--- src/rtl/multicycle_controller.sv ---
// Multicycle ARM control unit: a Moore FSM that walks each instruction through
// fetch, decode, execute, memory and writeback. It holds the NZCV flag
// register and evaluates the condition field, and stalls in EXECM for a
// parametrised number of cycles while the iterative multiplier runs.
module multicycle_controller #(
  parameter int MUL_CYCLES = 4,
  parameter bit MUL_EN     = 1'b1
) (
  input  logic        clk,
  input  logic        reset,
  input  logic [31:0] Instr,
  input  logic [3:0]  ALUFlags,
  output logic        IRWrite,
  output logic        PCWrite,
  output logic        RegWrite,
  output logic        MemWrite,
  output logic        MulEn,
  output logic        AdrSrc,
  output logic [1:0]  ALUSrcA,
  output logic [1:0]  ALUSrcB,
  output logic [1:0]  ResultSrc,
  output logic [3:0]  ALUControl,
  output logic [2:0]  ShiftOp,
  output logic [1:0]  ImmSrc,
  output logic [1:0]  RegSrc,
  output logic [3:0]  Flags
);

  typedef enum logic [3:0] {
    S_FETCH,
    S_DECODE,
    S_MEMADR,
    S_MEMRD,
    S_MEMWB,
    S_MEMWR,
    S_EXECR,
    S_EXECI,
    S_EXECM,
    S_ALUWB,
    S_BRANCH
  } state_t;

  localparam logic [3:0] ALU_ADD  = 4'b0100;
  localparam logic [2:0] SH_NONE  = 3'b000;
  localparam logic [3:0] MUL_LOAD = 4'(MUL_CYCLES - 1);

  state_t      state_q, state_d;
  logic [3:0]  cnt_q, cnt_d;
  logic [3:0]  flags_q, flags_d;

  // Raw enables before the reset gate.
  logic ir_w, pc_w, reg_w, mem_w, mul_w;

  // Instruction fields.
  logic [1:0]  op;
  logic [3:0]  cmd;
  logic        s_bit;
  logic        imm_form;
  logic        rd_is_pc;
  logic        is_mul;
  logic        is_cmp;
  logic        cv_cmd;
  logic        cond_ex;
  logic        flag_upd;
  logic        unused_instr;

  // Condition-field evaluation against registered NZCV.
  function automatic logic cond_check(input logic [3:0] cond, input logic [3:0] nzcv);
    logic n, z, c, v;
    logic res;
    {n, z, c, v} = nzcv;
    case (cond)
      4'h0:    res = z;
      4'h1:    res = ~z;
      4'h2:    res = c;
      4'h3:    res = ~c;
      4'h4:    res = n;
      4'h5:    res = ~n;
      4'h6:    res = v;
      4'h7:    res = ~v;
      4'h8:    res = c & ~z;
      4'h9:    res = ~c | z;
      4'hA:    res = (n == v);
      4'hB:    res = (n != v);
      4'hC:    res = ~z & (n == v);
      4'hD:    res = z | (n != v);
      4'hE:    res = 1'b1;
      default: res = 1'b0;
    endcase
    return res;
  endfunction

  // Shifter operation implied by the register-operand shift field.
  function automatic logic [2:0] shift_decode(input logic [31:0] ins);
    logic [2:0] sh;
    if (ins[11:4] == 8'h00) begin
      sh = SH_NONE;
    end else begin
      case (ins[6:5])
        2'b00:   sh = 3'b001;
        2'b01:   sh = 3'b010;
        2'b10:   sh = 3'b011;
        default: sh = (ins[11:7] == 5'd0) ? 3'b100 : 3'b101;
      endcase
    end
    return sh;
  endfunction

  assign op       = Instr[27:26];
  assign cmd      = Instr[24:21];
  assign s_bit    = Instr[20];
  assign imm_form = Instr[25];
  assign rd_is_pc = (Instr[15:12] == 4'hF);
  assign is_mul   = MUL_EN && (op == 2'b00) && (Instr[25:24] == 2'b00) &&
                    (Instr[7:4] == 4'b1001);
  assign is_cmp   = (Instr[24:23] == 2'b10);
  assign cv_cmd   = (cmd == 4'b0010) || (cmd == 4'b0011) || (cmd == 4'b0100) ||
                    (cmd == 4'b1010) || (cmd == 4'b1011);
  assign cond_ex  = cond_check(Instr[31:28], flags_q);

  // Rn/Rd fields are routed by the datapath, not used for control.
  assign unused_instr = ^{Instr[19:16], Instr[3:0]};

  // Immediate and register-source selects follow the opcode class directly.
  assign ImmSrc = op;
  assign RegSrc = {op == 2'b01, op == 2'b10};
  assign Flags  = flags_q;

  // Enables are held low for as long as reset is asserted.
  assign IRWrite  = ir_w  & ~reset;
  assign PCWrite  = pc_w  & ~reset;
  assign RegWrite = reg_w & ~reset;
  assign MemWrite = mem_w & ~reset;
  assign MulEn    = mul_w & ~reset;

  // State, multiply counter and flag registers.
  always_ff @(posedge clk or posedge reset) begin
    if (reset) begin
      state_q <= S_FETCH;
      cnt_q   <= 4'd0;
      flags_q <= 4'b0000;
    end else begin
      state_q <= state_d;
      cnt_q   <= cnt_d;
      flags_q <= flags_d;
    end
  end

  // Next-state sequencing.
  always_comb begin
    state_d = state_q;
    unique case (state_q)
      S_FETCH:  state_d = S_DECODE;
      S_DECODE: begin
        if (!cond_ex) begin
          state_d = S_FETCH;
        end else begin
          case (op)
            2'b01:   state_d = S_MEMADR;
            2'b10:   state_d = S_BRANCH;
            2'b00: begin
              if (is_mul)        state_d = S_EXECM;
              else if (imm_form) state_d = S_EXECI;
              else               state_d = S_EXECR;
            end
            default: state_d = S_FETCH;
          endcase
        end
      end
      S_MEMADR: state_d = s_bit ? S_MEMRD : S_MEMWR;
      S_MEMRD:  state_d = S_MEMWB;
      S_MEMWB:  state_d = S_FETCH;
      S_MEMWR:  state_d = S_FETCH;
      S_EXECR,
      S_EXECI:  state_d = is_cmp ? S_FETCH : S_ALUWB;
      S_EXECM:  state_d = (cnt_q == 4'd0) ? S_ALUWB : S_EXECM;
      S_ALUWB:  state_d = S_FETCH;
      S_BRANCH: state_d = S_FETCH;
      default:  state_d = S_FETCH;
    endcase
  end

  // Moore outputs decoded from the current state (and IR fields).
  always_comb begin
    ir_w       = 1'b0;
    pc_w       = 1'b0;
    reg_w      = 1'b0;
    mem_w      = 1'b0;
    mul_w      = 1'b0;
    AdrSrc     = 1'b0;
    ALUSrcA    = 2'b00;
    ALUSrcB    = 2'b00;
    ResultSrc  = 2'b00;
    ALUControl = ALU_ADD;
    ShiftOp    = SH_NONE;
    unique case (state_q)
      S_FETCH: begin
        ir_w      = 1'b1;
        pc_w      = 1'b1;
        ALUSrcA   = 2'b01;
        ALUSrcB   = 2'b10;
        ResultSrc = 2'b10;
      end
      S_DECODE: begin
        ALUSrcA   = 2'b01;
        ALUSrcB   = 2'b10;
        ResultSrc = 2'b10;
      end
      S_MEMADR: begin
        ALUSrcA = 2'b00;
        ALUSrcB = 2'b01;
      end
      S_MEMRD: begin
        AdrSrc = 1'b1;
      end
      S_MEMWB: begin
        ResultSrc = 2'b01;
        reg_w     = 1'b1;
        pc_w      = rd_is_pc;
      end
      S_MEMWR: begin
        AdrSrc = 1'b1;
        mem_w  = 1'b1;
      end
      S_EXECR: begin
        ALUSrcA    = 2'b00;
        ALUSrcB    = 2'b00;
        ALUControl = cmd;
        ShiftOp    = shift_decode(Instr);
      end
      S_EXECI: begin
        ALUSrcA    = 2'b00;
        ALUSrcB    = 2'b01;
        ALUControl = cmd;
      end
      S_EXECM: begin
        mul_w = 1'b1;
      end
      S_ALUWB: begin
        ResultSrc = 2'b00;
        reg_w     = 1'b1;
        pc_w      = rd_is_pc;
      end
      S_BRANCH: begin
        ALUSrcA   = 2'b10;
        ALUSrcB   = 2'b01;
        ResultSrc = 2'b10;
        pc_w      = 1'b1;
      end
      default: ;
    endcase
  end

  // Flags load at the end of the execute step; a multiply never touches C/V.
  assign flag_upd = s_bit && ((state_q == S_EXECR) || (state_q == S_EXECI) ||
                              ((state_q == S_EXECM) && (cnt_q == 4'd0)));

  // Multiply stall counter and NZCV next-state.
  always_comb begin
    cnt_d   = cnt_q;
    flags_d = flags_q;
    if ((state_q == S_DECODE) && (state_d == S_EXECM)) begin
      cnt_d = MUL_LOAD;
    end else if ((state_q == S_EXECM) && (cnt_q != 4'd0)) begin
      cnt_d = cnt_q - 4'd1;
    end
    if (flag_upd) begin
      flags_d[3:2] = ALUFlags[3:2];
      if ((state_q != S_EXECM) && cv_cmd) begin
        flags_d[1:0] = ALUFlags[1:0];
      end
    end
  end

endmodule
--- config.mk ---
export PLATFORM = sky130hd
export DESIGN_NAME = multicycle_controller
export DESIGN_NICKNAME = d
export VERILOG_FILES = /design/src/rtl/multicycle_controller.sv
export SDC_FILE = /design/constraint.sdc
export NUM_CORES = 1
export LEC_CHECK = 0
export CELL_PAD_IN_SITES_DETAIL_PLACEMENT = 0
export CELL_PAD_IN_SITES_GLOBAL_PLACEMENT = 1
export CORE_MARGIN = 2
export CORE_UTILIZATION = 29
export CTS_CLUSTER_SIZE = 25
export DETAILED_ROUTE_END_ITERATION = 16
export PLACE_DENSITY_LB_ADDON = 0.1
export SLEW_MARGIN = 20
export SYNTH_ARGS = -nofsm -noshare
export SYNTH_HDL_FRONTEND = slang
export SYNTH_SLANG_ARGS = --single-unit
--- constraint.sdc ---
create_clock -name clk -period 4.6 [get_ports clk]
set_input_delay 0.46 -clock clk [delete_from_list [all_inputs] [get_ports clk]]
set_output_delay 0.46 -clock clk [all_outputs]
set_load 0.02 [all_outputs]
==> results.cfg, run 1 <==
[power]
power-per-cell-area_nw_per_um2 = 460
report.power.total_mw = 0.839
p_leak_nw = 0.718
ir_drop_uv = 150

[clock_tree]
cts_tree = built
cts_resized = 0
cts.reportedPaths.clkPinSlew_ns = 0.06
root_buffer = clkbuf_8
clk_latency_ns = 0.24
htree_levels = 1
cts_made_buffers = 3
postCtsSetupBuffers = 0
cts_sinks = 12
ctsLongestPathBuffers = 2
hold_buffers = 0

[logic_synthesis]
syn_area_sq_um = 1210
synth_top_family_by_area = simple AND/OR/NAND/NOR gates
async_flop_share_pct = 100
synth_compound_area_share_pct = 16.7
ys_ff_latch = 12
synth_edf_count = 0
yosys.area.top_type_share_pct = 24.7
ys_top_cells_by_area = dfrtp_1 25%, ha_1 5.1%, mux2_2 4.6%
yosys.area_share.simple_pct = 34.0
synthCells = 156
synthAdderAreaFrac_pct = 5.15
synth_fp_nets = 199
synthFlopType = dfrtp_1
synth_top_cell_by_area = dfrtp_1
seq_area_frac_synth_pct = 24.7
syn_avg_cell_area_sq_um = 7.79
synth_common_cells = 12 x dfrtp_1, 12 x inv_1, 12 x nor2_1
synth_xor_xnor_area_share_pct = 2.88
synth_cell_type_count = 47
yosysWarnings = 0
synthMuxAreaShare_pct = 7.11

[timing]
skew_ns = 0.00188
finalHoldViolations = 0
fin_crit_sh_pct = 61.4
fin_crit_ns = 2.83
maxSlewHeadroom_pct = 61.3
fin_tns_setup_ns = 0
fmax_ghz = 0.354
worstMarginPinSlew_ns = 0.581
setup_viol = 0
report.final.slew_viol_count = 0
rsz0062_at_grt = false

[critical_path]
crit_type = reg2out
setup.worst_path.start_class = flop
end_kind = output pin
slowest_delay_ns = 0.66
cpMaxStageDelayCell = clkdlybuf4s50_1
cp_data_arrival_time_ns = 2.37
crit_path_cell_trace = nor2_1 -> nand2_1 -> nor4_1 -> clkdlybuf4s50_1
critPathTopFamily = simple AND/OR/NAND/NOR gates
crit_required_ns = 4.14
timing.critical_path.buf_inv = 1
critPathMaxFanout = 9

[drt]
drc_errors = 0
drt_iter0_drc = 64
avgRoutedWirePerCell_um = 13.6
drtPass1Iterations = 4
vias = 1307
ant_nets = 0
viasPerCell = 5.15
wl_mm = 3.45

[floorplanning]
die_h_um = 68.7
die_w_um = 68.7
die_area_sq_um = 4720
io_pins = 65
core_area_sq_um = 4030
initial_core_util_pct = 30.2
num_rows = 23

[final_layout]
drive_gt1_share_pct = 6.86
area_growth_syn_to_layout_pct = 50.1
fin_nets = 248
final_util_pct = 45.2
diodes = 0

[min_path]
hold_path_class = reg2reg

[status]
outcome = complete, no violations

[run]
maxCapViolations = 0

[placement]
place_congestion = 0.767
hpwlAfterDp_mm = 2.74
port_buffers = 56

[global_route]
grt_max_degree = 21
grt_pass1_vias = 1263
grt_first_pass_wirelength_mm = 5.55
grt.overflow.total = 0
track_usage_pct = 15.3
antenna_found_initial = 0
[through the flow]
stage	hold WS, ns	setup slack, ns	area [sq um]	std cells
floorplan	0.330	2.53	1210	156
CTS	0.633	1.78	1820	254
global placement	0.582	1.90	1770	250
finish	0.626	1.77	1820	254
global route	0.666	1.58	1820	254
detailed placement	0.614	1.86	1770	250
[worst paths after layout]
path	start	endpoint	slack, ns	cells past startpoint
worst min register to register	cnt_q[1]	cnt_q[1]	0.63	3
worst max-delay path	state_q[3]	ShiftOp[0]	1.77	4
max in group asynchronous	reset	Flags[2]	3.56	2
min in group asynchronous	reset	state_q[1]	0.70	2
worst min-delay path	cnt_q[1]	cnt_q[1]	0.63	3
worst max register to register	state_q[3]	Flags[1]	2.69	4
[logic make-up after synthesis]
family          count (synthesis)
simple gates                   70
compound gates                 33
buf+inv                        24
flops                          12
mux                             8
fa+ha+maj                       5
xor+xnor                        4
[state kept, by name, summed over array words and instances (netlist names)]
name,cells
Flags,4
cnt_q,4
state_q,4
[worst min-delay path, cell delays in order (launching register included)]
cell	delay (ns)
dfrtp_1	0.37
nand2_1	0.05
o21ai_0	0.06
o21bai_1	0.10
[cell type report]
cell class / count / area (sq um)
inverter: 12 / 45.0
sequential: 12 / 300
clock buffer: 4 / 55.1
tap: 50 / 62.6
multi-input combinational: 120 / 800
timing repair buffer: 56 / 561
fill: 410 / 2210
[routing by layer]
layer	track usage [%]	share of wire, %	up-vias
li1	-	-	650
met1	19.4	48	620
met2	27.0	47	35
met3	2.92	4.1	2
met4	2.70	0.67	0
met5	0	0	-
[power breakdown]
group | internal [mW] | total (mW) | switching [mW] | leakage (nW)
registers | 0.146 | 0.240 | 0.0941 | 0.151
logic | 0.247 | 0.480 | 0.233 | 0.539
clock network | 0.0758 | 0.118 | 0.0425 | 0.0288
total | 0.469 | 0.839 | 0.370 | 0.718
[cells in the final DEF, fill, tap and decap left out, types with 2 or more instances in the layout]
master and n:
nand2b_1 2, mux2_2 5, nor4bb_1 2, ha_1 5
and3_1 5, o21ai_1 3, clkbuf_8 4, a211o_1 2
dfrtp_1 12, inv_1 12, a31oi_1 3, clkdlybuf4s50_1 56
o22ai_1 3, nor2_1 12, nor3b_1 4, mux2i_1 3
nor2b_1 4, nand2_1 9, nor4_1 5, nand3_1 3
o21ai_0 5, o2111ai_1 2, nor3_1 11, xnor2_1 3
a21oi_1 10
Power figures use the tool's default switching activity.
==> run 2, diff against run 1 <==
Settings changed: CORE_UTILIZATION 29 to 24.
Clock period 4.6 ns to 2.5 ns, I/O delays scaled along.
==> run 2 against run 1 <==
Net effect:
- critical path depth down 1
- sequential share of layout area down 0.51 points
- die area up 20%
- flip-flop and latch count unchanged
- first-iteration DRC count up 6.3%
- sequential power up 70%
- global-route usage down 1.3 points
- clock power up 78%
- critical path type unchanged
- largest cell class unchanged
==> results.cfg, run 2 (synthesis results as in run 1) <==
[status]
outcome = complete, no violations

[clock_tree]
root_buffer = clkbuf_8
cts_sinks = 12
ctsLongestPathBuffers = 2
postCtsSetupBuffers = 0
cts_tree = built
cts_made_buffers = 3
htree_levels = 1
hold_buffers = 0
cts_resized = 0
clk_latency_ns = 0.24
cts.reportedPaths.clkPinSlew_ns = 0.05

[power]
ir_drop_uv = 333
report.power.total_mw = 1.57
power-per-cell-area_nw_per_um2 = 834
p_leak_nw = 0.743

[floorplanning]
core_area_sq_um = 4820
io_pins = 65
die_area_sq_um = 5650
num_rows = 25
initial_core_util_pct = 25.2
die_w_um = 75.2
die_h_um = 75.2

[timing]
rsz0062_at_grt = false
worstMarginPinSlew_ns = 0.412
fin_crit_ns = 2.34
skew_ns = 0.00130
setup_viol = 0
fin_tns_setup_ns = 0
finalHoldViolations = 0
fmax_ghz = 0.428
maxSlewHeadroom_pct = 72.5
fin_crit_sh_pct = 93.4
report.final.slew_viol_count = 0

[drt]
drt_iter0_drc = 68
ant_nets = 0
vias = 1302
wl_mm = 3.52
drc_errors = 0
viasPerCell = 4.72
drtPass1Iterations = 4
avgRoutedWirePerCell_um = 12.8

[critical_path]
cp_data_arrival_time_ns = 2.09
crit_required_ns = 2.25
setup.worst_path.start_class = flop
critPathMaxFanout = 13
crit_type = reg2out
end_kind = output pin
rr_worst_depth = 5

[global_route]
antenna_found_initial = 0
grt_first_pass_wirelength_mm = 6.21
grt_pass1_vias = 1354
track_usage_pct = 14.0
grt_max_degree = 14
grt.overflow.total = 0

[final_layout]
diodes = 0
final_common_cell = clkdlybuf4s50_1
nFillCells = 540
drive_gt1_share_pct = 9.09
fin_nets = 253
area_growth_syn_to_layout_pct = 54.9
most-common-layout-cells = 56 x clkdlybuf4s50_1, 12 x dfrtp_1, 12 x inv_1, 12 x nor2_1, 11 x nor3_1

[min_path]
hold_path_class = in2async

[run]
maxCapViolations = 0

[placement]
port_buffers = 56
hpwlAfterDp_mm = 2.90
place_congestion = 0.748
[run 2: worst paths after layout]
kind,start,slack [ns],endpoint
hold / removal,reset,0.47,state_q[0]
min in group clk,cnt_q[1],0.62,cnt_q[1]
setup reg to reg,state_q[3],0.61,state_q[2]
setup / recovery,state_q[1],0.16,ShiftOp[0]
max in group asynchronous,reset,1.86,Flags[2]
hold reg to reg,cnt_q[1],0.62,cnt_q[1]
[run 2: per-layer routing]
layer | share of wire (%) | vias to the layer above | global-route usage, % | wire, um
met5 | 0 | - | 0 | 0
met4 | 0.34 | 0 | 2.92 | 12
met3 | 4.6 | 2 | 1.74 | 161
met2 | 51 | 35 | 25.0 | 1800
met1 | 44 | 600 | 18.1 | 1550
li1 | - | 665 | - | -
[run 2: power by group]
part           internal, mW  switching [mW]  total (mW)
registers             0.270           0.138       0.408
logic                 0.481           0.471       0.952
clock network         0.139          0.0707       0.210
[run 2: worst max-delay path: stages (launching register included)]
cell             delay, ns
dfrtp_1               0.59
nand2_1               0.26
nor4_1                0.35
clkdlybuf4s50_1       0.66
[run 2: metrics by stage]
stage	cells	worst slack (ns)	cell area (sq um)	hold slack, ns	util (%)
6_report	276	0.164	1880	0.473	39.1
5_1_grt	276	0.00751	1880	0.518	39.1
4_1_cts	276	0.109	1880	0.466	39.1
3_5_place_dp	272	0.191	1830	0.600	37.9
3_3_place_gp	272	0.232	1830	0.596	37.9
2_1_floorplan	156	0.641	1210	0.120	-
[run 2: final cells by class]
| cell class | instances | area, sq um | area share [%] |
|---|---|---|---|
| Clock buffer | 4 | 55.1 | 2.93 |
| Inverter | 12 | 45.0 | 2.39 |
| Multi-Input combinational cell | 120 | 800 | 42.5 |
| Sequential cell | 12 | 300 | 16.0 |
| Tap cell | 67 | 83.8 | 4.45 |
| Timing Repair Buffer | 61 | 598 | 31.8 |
==> run 3, diff against run 2 <==
Settings changed: PLACE_DENSITY set to 0.76, PLACE_DENSITY_LB_ADDON 0.1 to unset.
==> run 3 against run 2 <==
Net effect:
- combinational power is 0.7% higher
- count of clock-buffer cells in the layout stayed put
- highest routed layer unchanged
- die area is the same
- register-to-register slack lost 0.04 ns
- clock skew is essentially flat
- design area grew 0.40%
- critical path depth up 2
- power grew 0.75%
- clock power about the same
- wire length down 2.5%
==> results.cfg, run 3 (synthesis results as in run 1) <==
[status]
outcome = complete, no violations

[timing]
fin_crit_sh_pct = 94.0
maxSlewHeadroom_pct = 72.4
report.final.slew_viol_count = 0
setup_viol = 0
skew_ns = 0.000957
finalHoldViolations = 0
fin_crit_ns = 2.35
fin_tns_setup_ns = 0
worstMarginPinSlew_ns = 0.410
rsz0062_at_grt = false
fmax_ghz = 0.426

[final_layout]
fin_nets = 254
most-common-layout-cells = 56 x clkdlybuf4s50_1, 12 x dfrtp_1, 12 x inv_1, 12 x nor2_1, 11 x nor3_1
fin_cells = 277
final_util_pct = 39.2
multi_input_area_sq_um = 800
final_common_cell = clkdlybuf4s50_1
area_growth_syn_to_layout_pct = 55.5
nFillCells = 514
diodes = 0
drive_gt1_share_pct = 9.52
seqCellArea_sq_um = 300

[drt]
wl_mm = 3.43
ant_nets = 0
drt_iter0_drc = 67
avgRoutedWirePerCell_um = 12.4
viasPerCell = 4.67
drtPass1Iterations = 4
drc_errors = 0
vias = 1294

[floorplanning]
initial_core_util_pct = 25.2
die_h_um = 75.2
io_pins = 65
num_rows = 25
die_area_sq_um = 5650
core_area_sq_um = 4820
die_w_um = 75.2

[critical_path]
rrSetupSlack_ns = 0.57
r2r-end = state_q[2]
critPathTopFamily = buffers and inverters
rr_worst_depth = 5
crit_required_ns = 2.25
setup.worst_path.start_class = flop
crit_path_cell_trace = inv_1 -> nor2_1 -> nand2_1 -> nor4_1 -> clkdlybuf4s50_1
cpMaxStageDelayCell = clkdlybuf4s50_1
slowest_delay_ns = 0.66
critPathMaxFanout = 6
end_kind = output pin
cp_data_arrival_time_ns = 2.10
crit_type = reg2out
timing.critical_path.buf_inv = 2
rr_startpoint = state_q[3]
crit_path_start = state_q[2]

[run]
maxCapViolations = 0

[global_route]
track_usage_pct = 12.4
grt_max_degree = 13
grt.overflow.total = 0
antenna_found_initial = 0
grt_first_pass_wirelength_mm = 5.60
grt_pass1_vias = 1203

[placement]
hpwlAfterDp_mm = 2.74
place_congestion = 0.772
place_inst = 273
port_buffers = 56

[power]
report.power.total_mw = 1.58
power-per-cell-area_nw_per_um2 = 837
p_leak_nw = 0.748
ir_drop_uv = 243

[clock_tree]
cts_resized = 0
postCtsSetupBuffers = 0
cts.reportedPaths.clkPinSlew_ns = 0.05
ctsLongestPathBuffers = 2
cts_made_buffers = 3
clk_latency_ns = 0.24
cts_sinks = 12
root_buffer = clkbuf_8
cts_tree = built
htree_levels = 1
hold_buffers = 0

[min_path]
hold_path_class = in2async
## run 3: changes by cell type in the layout (fill, tap and decap cells not counted), sizes merged
cell and change:
buf +1
## run 3: worst max path at each step
stage                       to  slack, ns  cells past startpoint
finish              ShiftOp[0]       0.15                      5
global route           PCWrite       0.02                      6
detailed placement  ShiftOp[1]       0.25                      5
floorplan           ShiftOp[0]       0.64                      4
CTS                    PCWrite       0.16                      6
global placement    ShiftOp[0]       0.21                      6
## run 3: final cells by class
class | instances | share of cell area (%)
Clock buffer | 4 | 2.91
Multi-Input combinational cell | 120 | 42.3
Sequential cell | 12 | 15.9
Inverter | 12 | 2.38
Timing Repair Buffer | 62 | 32.1
Tap cell | 67 | 4.44
## run 3: worst register-to-register path: stages (launching register included)
cell      delay (ns)
dfrtp_1         0.49
or2_0           0.38
nand2b_1        0.24
nor3_1          0.31
o21ai_1         0.23
o22ai_1         0.19
## run 3: metal layers
layer	GRT usage (%)	part of all wire (%)	vias to the layer above
li1	-	-	663
met1	17.7	48	593
met5	0	0	-
met3	1.61	3.9	2
met2	20.2	47	36
met4	2.34	0.76	0
## run 3: through the flow
step	hold slack, ns	worst slack [ns]	area, sq um
after CTS	0.489	0.162	1890
after global routing	0.518	0.0223	1890
final	0.484	0.151	1890
after global placement	0.597	0.212	1830
after detailed placement	0.600	0.253	1830
after floorplan	0.120	0.641	1210
## run 3: power by group
part	total, mW	switching (mW)	internal [mW]
Sequential	0.413	0.143	0.270
Combinational	0.959	0.470	0.488
Clock	0.210	0.0713	0.139
